===== src/rtl/cla_pkg.sv =====
// Shared types and constants for the multi-cycle carry-lookahead adder.
package cla_pkg;

    typedef enum logic [1:0] {
        IDLE,
        RUN,
        DONE
    } state_t;

    localparam int unsigned GROUP = 4;

    // Legal geometry: whole chunks per operand, whole 4-bit groups per chunk.
    function automatic logic params_ok(input int unsigned width, input int unsigned chunk);
        return (chunk != 0) && (chunk % GROUP == 0) && (width >= chunk) && (width % chunk == 0);
    endfunction

endpackage


===== src/rtl/cla_multicycle_adder_if.sv =====
// Operand/result handshake bundle between the reduction stage and the adder.
interface cla_multicycle_adder_if #(
    parameter int unsigned WIDTH = 64
);
    logic             in_valid;
    logic             in_ready;
    logic [WIDTH-1:0] a;
    logic [WIDTH-1:0] b;
    logic             c_in;
    logic             sub;
    logic             out_valid;
    logic             out_ready;
    logic [WIDTH-1:0] sum;
    logic             c_out;
    logic             ovf;

    modport master (
        output in_valid, a, b, c_in, sub, out_ready,
        input  in_ready, out_valid, sum, c_out, ovf
    );

    modport slave (
        input  in_valid, a, b, c_in, sub, out_ready,
        output in_ready, out_valid, sum, c_out, ovf
    );
endinterface


===== src/rtl/cla_slice.sv =====
// CHUNK-bit combinational two-level carry-lookahead adder (4-bit groups).
module cla_slice
    import cla_pkg::*;
#(
    parameter int unsigned CHUNK = 16
) (
    input  logic [CHUNK-1:0] a,
    input  logic [CHUNK-1:0] b,
    input  logic             c_in,
    output logic [CHUNK-1:0] s,
    output logic             c_out,
    output logic             c_msb
);
    localparam int unsigned NG = CHUNK / GROUP;

    logic [CHUNK-1:0] p;
    logic [CHUNK-1:0] g;
    logic [CHUNK-1:0] c;
    logic [NG-1:0]    gp;
    logic [NG-1:0]    gg;
    logic [NG:0]      gc;

    // Sum-of-products carry into bit pos of one group: no ripple terms.
    function automatic logic carry_at(input logic [GROUP-1:0] gv, input logic [GROUP-1:0] pv,
                                      input logic ci, input int unsigned pos);
        logic acc;
        logic term;
        term = ci;
        for (int unsigned k = 0; k < pos; k++) term = term & pv[k];
        acc = term;
        for (int unsigned j = 0; j < pos; j++) begin
            term = gv[j];
            for (int unsigned k = j + 1; k < pos; k++) term = term & pv[k];
            acc = acc | term;
        end
        return acc;
    endfunction

    assign p = a ^ b;
    assign g = a & b;

    // Per-group propagate/generate and bit carries from the group's lookahead carry-in.
    for (genvar gi = 0; gi < NG; gi++) begin : g_group
        logic [GROUP-1:0] pv;
        logic [GROUP-1:0] gv;
        assign pv     = p[gi*GROUP +: GROUP];
        assign gv     = g[gi*GROUP +: GROUP];
        assign gp[gi] = &pv;
        assign gg[gi] = carry_at(gv, pv, 1'b0, GROUP);
        for (genvar bi = 0; bi < GROUP; bi++) begin : g_bit
            assign c[gi*GROUP + bi] = carry_at(gv, pv, gc[gi], bi);
        end
    end

    // Second lookahead level: carry into each group straight from group P/G and c_in.
    always_comb begin
        logic acc;
        logic term;
        gc    = '0;
        gc[0] = c_in;
        for (int unsigned j = 1; j <= NG; j++) begin
            term = c_in;
            for (int unsigned k = 0; k < j; k++) term = term & gp[k];
            acc = term;
            for (int unsigned m = 0; m < j; m++) begin
                term = gg[m];
                for (int unsigned k = m + 1; k < j; k++) term = term & gp[k];
                acc = acc | term;
            end
            gc[j] = acc;
        end
    end

    assign s     = p ^ c;
    assign c_out = gc[NG];
    assign c_msb = c[CHUNK-1];

endmodule


===== src/rtl/cla_multicycle_adder.sv =====
// Multi-cycle WIDTH-bit add/subtract: one CHUNK-bit lookahead slice per cycle, carry chained in a register.
module cla_multicycle_adder
    import cla_pkg::*;
#(
    parameter int unsigned WIDTH = 64,
    parameter int unsigned CHUNK = 16
) (
    input  logic                  clk,
    input  logic                  rst,
    cla_multicycle_adder_if.slave bus
);
    localparam int unsigned NCHUNK = WIDTH / CHUNK;
    localparam int unsigned CW     = (NCHUNK > 1) ? $clog2(NCHUNK) : 1;

    if (!params_ok(WIDTH, CHUNK)) begin : g_param_check
        $error("cla_multicycle_adder: WIDTH must be a multiple of CHUNK and CHUNK a multiple of 4");
    end

    state_t                       state;
    state_t                       state_next;
    logic [CW-1:0]                cnt;
    logic [NCHUNK-1:0][CHUNK-1:0] a_q;
    logic [NCHUNK-1:0][CHUNK-1:0] b_q;
    logic [NCHUNK-1:0][CHUNK-1:0] sum_q;
    logic                         carry_q;
    logic                         c_out_q;
    logic                         ovf_q;
    logic                         in_ready_q;
    logic                         out_valid_q;
    logic                         accept;
    logic                         step;
    logic                         last;
    logic [CHUNK-1:0]             slice_s;
    logic                         slice_co;
    logic                         slice_msb;

    cla_slice #(.CHUNK(CHUNK)) u_slice (
        .a     (a_q[cnt]),
        .b     (b_q[cnt]),
        .c_in  (carry_q),
        .s     (slice_s),
        .c_out (slice_co),
        .c_msb (slice_msb)
    );

    // Next-state and datapath strobes.
    always_comb begin
        state_next = state;
        accept     = 1'b0;
        step       = 1'b0;
        last       = 1'b0;
        unique case (state)
            IDLE: begin
                if (bus.in_valid) begin
                    accept     = 1'b1;
                    state_next = RUN;
                end
            end
            RUN: begin
                step = 1'b1;
                if (cnt == CW'(NCHUNK - 1)) begin
                    last       = 1'b1;
                    state_next = DONE;
                end
            end
            DONE: begin
                if (bus.out_ready) state_next = IDLE;
            end
            default: state_next = IDLE;
        endcase
    end

    // State register with registered handshake flags.
    always_ff @(posedge clk or posedge rst) begin
        if (rst) begin
            state       <= IDLE;
            in_ready_q  <= 1'b1;
            out_valid_q <= 1'b0;
        end else begin
            state       <= state_next;
            in_ready_q  <= (state_next == IDLE);
            out_valid_q <= (state_next == DONE);
        end
    end

    // Operand capture, chunk-wise sum write-back and flag capture on the last chunk.
    always_ff @(posedge clk or posedge rst) begin
        if (rst) begin
            a_q     <= '0;
            b_q     <= '0;
            sum_q   <= '0;
            carry_q <= 1'b0;
            cnt     <= '0;
            c_out_q <= 1'b0;
            ovf_q   <= 1'b0;
        end else if (accept) begin
            a_q     <= bus.a;
            b_q     <= bus.sub ? ~bus.b : bus.b;
            carry_q <= bus.sub ^ bus.c_in;
            cnt     <= '0;
        end else if (step) begin
            sum_q[cnt] <= slice_s;
            carry_q    <= slice_co;
            cnt        <= cnt + CW'(1);
            if (last) begin
                c_out_q <= slice_co;
                ovf_q   <= slice_co ^ slice_msb;
            end
        end
    end

    assign bus.in_ready  = in_ready_q;
    assign bus.out_valid = out_valid_q;
    assign bus.sum       = sum_q;
    assign bus.c_out     = c_out_q;
    assign bus.ovf       = ovf_q;

endmodule


===== src/flat_wrapper.sv =====
// flat-port wrapper written by rule: the top's interface ports become plain ports
module cla_multicycle_adder_flat import cla_pkg::*;
#(
    parameter int unsigned WIDTH = 64,
    parameter int unsigned CHUNK = 16
)
  (clk, rst, bus_in_valid, bus_a, bus_b, bus_c_in, bus_sub, bus_out_ready, bus_in_ready, bus_out_valid, bus_sum, bus_c_out, bus_ovf);
  cla_multicycle_adder_if #(.WIDTH(WIDTH)) bus_i ();
  input  logic clk;
  input  logic rst;
  input wire logic [$bits(bus_i.in_valid)-1:0] bus_in_valid;
  input wire logic [$bits(bus_i.a)-1:0] bus_a;
  input wire logic [$bits(bus_i.b)-1:0] bus_b;
  input wire logic [$bits(bus_i.c_in)-1:0] bus_c_in;
  input wire logic [$bits(bus_i.sub)-1:0] bus_sub;
  input wire logic [$bits(bus_i.out_ready)-1:0] bus_out_ready;
  output wire logic [$bits(bus_i.in_ready)-1:0] bus_in_ready;
  output wire logic [$bits(bus_i.out_valid)-1:0] bus_out_valid;
  output wire logic [$bits(bus_i.sum)-1:0] bus_sum;
  output wire logic [$bits(bus_i.c_out)-1:0] bus_c_out;
  output wire logic [$bits(bus_i.ovf)-1:0] bus_ovf;
  assign bus_i.in_valid = bus_in_valid;
  assign bus_i.a = bus_a;
  assign bus_i.b = bus_b;
  assign bus_i.c_in = bus_c_in;
  assign bus_i.sub = bus_sub;
  assign bus_i.out_ready = bus_out_ready;
  assign bus_in_ready = bus_i.in_ready;
  assign bus_out_valid = bus_i.out_valid;
  assign bus_sum = bus_i.sum;
  assign bus_c_out = bus_i.c_out;
  assign bus_ovf = bus_i.ovf;
  cla_multicycle_adder #(.WIDTH(WIDTH), .CHUNK(CHUNK)) u_core (.clk(clk), .rst(rst), .bus(bus_i));
endmodule

===== config.mk =====
export PLATFORM = sky130hd
export DESIGN_NAME = cla_multicycle_adder_flat
export DESIGN_NICKNAME = d
export VERILOG_FILES = /design/src/rtl/cla_pkg.sv /design/src/rtl/cla_multicycle_adder_if.sv /design/src/rtl/cla_slice.sv /design/src/rtl/cla_multicycle_adder.sv /design/src/flat_wrapper.sv
export SDC_FILE = /design/constraint.sdc
export NUM_CORES = 1
export LEC_CHECK = 0
export BUFFER_PORTS_ARGS = -buffer_cell sky130_fd_sc_hd__buf_4
export CAP_MARGIN = 0
export CORE_UTILIZATION = 40
export DETAILED_ROUTE_END_ITERATION = 12
export GPL_TIMING_DRIVEN = 0
export PLACE_DENSITY_LB_ADDON = 0.1
export SLEW_MARGIN = 20
export SYNTH_ARGS = -nofsm -noshare
export SYNTH_HDL_FRONTEND = slang
export SYNTH_HIERARCHICAL = 1
export SYNTH_SLANG_ARGS = --single-unit

===== constraint.sdc =====
create_clock -name clk -period 6.5 [get_ports clk]
set_input_delay 1.3 -clock clk [delete_from_list [all_inputs] [get_ports clk]]
set_output_delay 1.3 -clock clk [all_outputs]
set_load 0.01 [all_outputs]

After elaboration in Yosys (flattened, before gate mapping)
Index checks and enable logic that the tools add are counted.
W data, S select, Z words.
{ "word_totals": {"ff_bits": 201, "input_bits": 134, "out_inout_bits": 68, "word_cells": 156} }
{ "op_classes": {"addsub": 1, "n_lt_le_gt_ge": 2, "eq_ne": 4, "muxes": 21, "n_bitwise": 99, "reduce_logical": 10} }
{ "op_table": {"columns": ["cell", "n"], "rows": [
  ["$bmux W16 S2", 2],
  ["$bwmux W64", 1],
  ["$mux W64", 1],
  ["$not A64 Y64", 1],
  ["$mux W16", 3],
  ["$and A1 B1 Y1", 46],
  ["$or A1 B1 Y1", 46],
  ["$demux W16 S2", 1],
  ["$xor A16 B16 Y16", 2],
  ["$and A16 B16 Y16", 1],
  ["$reduce_and A4 Y1", 4],
  ["$mux W2", 5],
  ["$mux W1", 7],
  ["$eq A2 B2 Y1 const B", 3],
  ["$pmux W2 S3", 1],
  ["$logic_not A2 Y1", 2],
  ["$lt A2 B3 Y1 const B", 1],
  ["$reduce_and A3 Y1", 1],
  ["$add A2 B1 Y2 const B", 1],
  ["$eq A2 B1 Y1 const B", 1],
  ["$ge A2 B1 Y1 const B", 1],
  ["$reduce_and A2 Y1", 1],
  ["$reduce_bool A2 Y1", 1],
  ["$xor A1 B1 Y1", 2],
  ["2 further kinds", 2]
]} }

Logic depth before layout (Yosys ltp)
{ "depth": {"ltp_word": 22, "ltp_mapped": 14, "ltp_nobuf": 12} }

Hierarchy
Netlist, hierarchy kept.
{ "modules_own_cells": {"columns": ["module", "instances", "cells_each", "area_per_inst_um2", "seq_area_each_um2"], "rows": [
  ["cla_multicycle_adder", 1, 630, 8903.5, 5031.1],
  ["cla_slice", 1, 83, 732.0, 0.0]
]} }

Worst setup path before layout
Ideal clock, no wire load.
{ "synth_timing": {"kind": "reg-to-reg", "start": "register u_core.cnt[0]", "end": "register u_core.sum_q (netlist bit u_core/bus.sum[31])", "setup_ns": 0.125, "arrival_time_ns": 3.401, "t_required_ns": 6.375, "setup_slack_ns": 2.974, "stages_incl_launch_ff": 15, "n_path_buf": 2, "period_less_slack_ns": 3.526, "path_cell_list": "dfrtp_1 buf_2 buf_2 mux4_2 ha_1 a21oi_2 o21ai_2 a2111oi_4 a21oi_2 ha_1 o21a_1 o21ai_0 nand2b_1 xor2_1 mux2_4"} }
{ "synth_between": {"elab_chain_cells": 22, "elab_cells_between_ends": 61, "classes_between": "order compare: 2; mux: 7; bitwise: 48; reduce/logical: 4"} }
{ "synth_lines": {"columns": ["element", "line_no", "source"], "rows": [
  ["start, declared", "cla_multicycle_adder.sv:21", "logic [CW-1:0] cnt;"],
  ["start signal, assigned", "cla_multicycle_adder.sv:104", "cnt <= cnt + CW'(1);"],
  ["$bmux W16 S2, on equally long branches", "cla_multicycle_adder.sv:38, cla_multicycle_adder.sv:39", null],
  ["$mux W16, on equally long branches", "cla_multicycle_adder.sv:38, cla_multicycle_adder.sv:39", null],
  ["$and A16 B16 Y16 / $xor A16 B16 Y16 (equally long branches)", "cla_slice.sv:40, cla_slice.sv:39", null],
  ["$and A1 B1 Y1 (3 in series)", "cla_slice.sv:33", "for (int unsigned k = j + 1; k < pos; k++) term = term & pv[k];"],
  ["$or A1 B1 Y1 (3 in series)", "cla_slice.sv:34", "acc = acc | term;"],
  ["$and A1 B1 Y1 (2 in series)", "cla_slice.sv:67", "for (int unsigned k = m + 1; k < j; k++) term = term & gp[k];"],
  ["$or A1 B1 Y1 (3 in series)", "cla_slice.sv:68", "acc = acc | term;"],
  ["$and A1 B1 Y1 (3 in series)", "cla_slice.sv:29", "for (int unsigned k = 0; k < pos; k++) term = term & pv[k];"],
  ["$or A1 B1 Y1 (2 in series)", "cla_slice.sv:34", null],
  ["$or A1 B1 Y1 (*)", "cla_slice.sv:34", null],
  ["named net u_core.slice_msb", "cla_multicycle_adder.sv:35", "logic slice_msb;"],
  ["$xor A16 B16 Y16 (*)", "cla_slice.sv:74", "assign s = p ^ c;"],
  ["named net u_core.slice_s[15]", "cla_multicycle_adder.sv:33", "logic [CHUNK-1:0] slice_s;"],
  ["$bwmux W64 (*)", "cla_multicycle_adder.sv:102", "sum_q[cnt] <= slice_s;"],
  ["end signal, assigned by index", "cla_multicycle_adder.sv:102", null],
  ["end, declared", "cla_multicycle_adder.sv:24", "logic [NCHUNK-1:0][CHUNK-1:0] sum_q;"]
]} }
Mark *: on every way through the listed nets, which the timed path passes. The rest lies on a longest branch. The select of a mux whose other input is x is not followed.
A chain may end at the register's enable or synchronous reset.

Worst setup path after layout
{ "layout_timing": {"start": "register u_core.cnt[1]", "end": "register u_core.sum_q (netlist bit u_core/bus.sum[47])"} }
The elaborated chain is that of the path after synthesis.

==> out/results.tsv <==
metric	value	unit
status	finished clean	
Slew headroom	52.0	%
via count	6256	
largest fanout on the critical path	10	
TritonCTS clock tree	yes	
Seq/Total Area, Yosys	52.2	%
first-pass GRT wire length	37.6	mm
DR vias/cell	4.89	
die area	0.0247	mm²
total power	8.14	mW
shortest period the worst path allows	4.19	ns
GRT overflow	0	
dpl hpwl	18.5	mm
Sequential Area	0.00503	mm²
CTS Buffer Depth	3	
crit path kind	flip-flop to flip-flop	
Die X	157	µm
cell area after layout	0.0124	mm²
Worst EP required	6.88	ns
Final Routed Wirelength	23.9	mm
postcts setup bufs	0	
Setup crit start kind	flip-flop	
cell accounting for the most synthesized area	dfrtp_1	
total CTS buffers	23	
Placed Area	0.0117	mm²
worst r2r path cells	14	
row count	56	
syn nets	875	
P&R area growth vs syn	28.8	%
top-area cell type share of the netlist area	51.9	%
Least-Margin Pin Slew	0.718	ns
maximum vdd drop	0.000297	V
Hold Slack	0.485	ns
Post-synth top cells	200 x dfrtp_1, 94 x mux2_2, 78 x nor2_1	
drt wl/cell	18.7	µm
Final nets	1106	
crit path DAT	4.58	ns
IO buf count	200	
Synth cell types	38	
crit end category	flip-flop	
Yosys reg bits	201	
post-cts sizing count	0	
post-route ant nets	0	
final cell count without fillers	1280	
number of synthesized flops with an enable pin	0	
final hold vios	0	
initial DRC count	337	
RD Place Congestion	0.782	
most frequently used flop master after synthesis	dfrtp_1	
Core Region	0.0235	mm²
Final Setup Violations	0	
period utilisation layout	64.5	%
Clock Sinks	201	
Synth Instances	713	
vias in the first global route	6446	
pre-CTS WS	2.29	ns
Max Cap Viol	0	
asr flop ratio synth	100	%
Worst Slack Setup Final	2.31	ns
clock skew	0.00886	ns
fmax	0.239	GHz
# H-tree levels	1	
Hold-fix buffers, CTS	0	
top post-synthesis cells by area	dfrtp_1 52%, mux2_2 11%, mux4_2 7.5%	
initial antenna violation count	0	
placed cells	1238	
fillers	2137	
Initial DRT Pass Iterations	4	
Initial Utilization	40.9	%
area of the multi-input gates	0.00434	mm²
Clock transition at path regs	0.06	ns
largest net degree at the start of global routing	33	
total of warnings raised by yosys	6	
clk_lat worst skew	0.50	ns
Finished Core Util	52.7	%
Post-Syn Area	0.00964	mm²
total negative slack	0	ns
count leader, synth	dfrtp_1	
ratio of cells with drive above 1 in the final layout	46.4	%
CTS root buf	clkbuf_16	
Hold Crit Class	flip-flop to flip-flop	
LEAKAGE	5.55	nW
RSZ-0062 raised after global routing	false	
final max-slew violation count	0	
# DRC	0	
Ports	202	
die height	157	µm
cell area power density	656	mW/mm²
Mapped Avg Cell Area	13.5	µm²
hold path cells	1	
diodes inserted	0	
GR Util All Layers	20.2	%
==> logic make-up (layout without fill, tap and decap cells) <==
family / after synthesis / count (layout) / synth area share [%]
simple gates: 104 / 104 / 4.64
mux: 162 / 162 / 23.8
flops: 201 / 201 / 52.2
compound gates: 92 / 92 / 5.70
buf+inv: 50 / 298 / 2.77
fa+ha+maj: 28 / 28 / 3.95
xor+xnor: 76 / 76 / 6.91
==> sequential cells by signal, summed over array words and instances, names as in the netlist <==
name                  flops
u_core/bus.ovf            1
u_core/bus.c_out          1
u_core/cnt                2
u_core/bus.out_valid      1
u_core/bus.sum           64
u_core/a_q               64
u_core/state              2
u_core/bus.in_ready       1
u_core/carry_q            1
u_core/b_q               64
==> cell usage in the layout (no fill, tap or decap), types with 5 or more instances in the layout <==
cell       synthesis  final
buf_12             0      5
o21ai_0            6      6
xnor2_1           70     70
mux2_1             5      5
inv_1              8      7
dfrtp_1          200    200
o21a_1             5      5
xor2_1             6      6
ha_1              24     24
clkbuf_16          0     23
a21oi_1           70     70
nor2_1            78     78
nand2_1           12     12
clkbuf_1           4     12
clkbuf_8           0      5
mux2_2            94     94
mux4_2            32     32
buf_4              5    205
buf_2             30     30
mux2_4            30     30
==> critical path: stages (launching register included) <==
cell and delay (ns):
dfrtp_1 0.36, clkbuf_1 0.38, clkbuf_1 0.59, mux4_2 0.47, ha_1 0.37, a21oi_1 0.21
nor2_1 0.10, a2111oi_4 0.29, a21oi_2 0.14, ha_1 0.19, o21a_1 0.17, o21ai_0 0.14
nand2b_1 0.14, xor2_1 0.22, mux2_4 0.29
==> power breakdown <==
group / switching, mW / total, mW / leakage [nW] / internal, mW
logic: 2.33 / 4.61 / 2.87 / 2.27
registers: 0.356 / 2.28 / 2.32 / 1.92
clock network: 0.505 / 1.26 / 0.360 / 0.754
==> layer usage <==
| layer | track usage (%) | up-vias | wire, µm |
|---|---|---|---|
| li1 | - | 2968 | - |
| met1 | 28.8 | 3082 | 11200 |
| met2 | 32.4 | 178 | 11000 |
| met3 | 3.03 | 28 | 1250 |
| met4 | 4.44 | 0 | 420 |
| met5 | 0 | - | 0 |
==> worst paths after layout <==
check	startpoint	endpoint	slack (ns)
min in group asynchronous	rst	u_core/bus.sum[6]$_DFFE_PP0P_	0.91
worst max-delay path	u_core/cnt[1]$_DFFE_PP0P_	u_core/bus.sum[47]$_DFFE_PP0P_	2.31
worst min register to register	u_core/a_q[50]$_DFFE_PP0P_	u_core/a_q[50]$_DFFE_PP0P_	0.48
worst min-delay path	u_core/a_q[50]$_DFFE_PP0P_	u_core/a_q[50]$_DFFE_PP0P_	0.48
worst max register to register	u_core/cnt[1]$_DFFE_PP0P_	u_core/bus.sum[47]$_DFFE_PP0P_	2.31
max in group asynchronous	rst	u_core/b_q[25]$_DFFE_PP0P_	4.51
==> final cells by class <==
cell class              count  share of cell area (%)
flip-flops and latches    201                    40.6
multi-input cells         462                    35.0
repair buffers            206                    13.1
clock buffers              36                    5.44
well taps                 319                    3.22
plain buffers              42                    1.91
clock inverters             6                   0.524
inverters                   8                   0.272
Note: power is estimated with default switching activity, not from simulation.
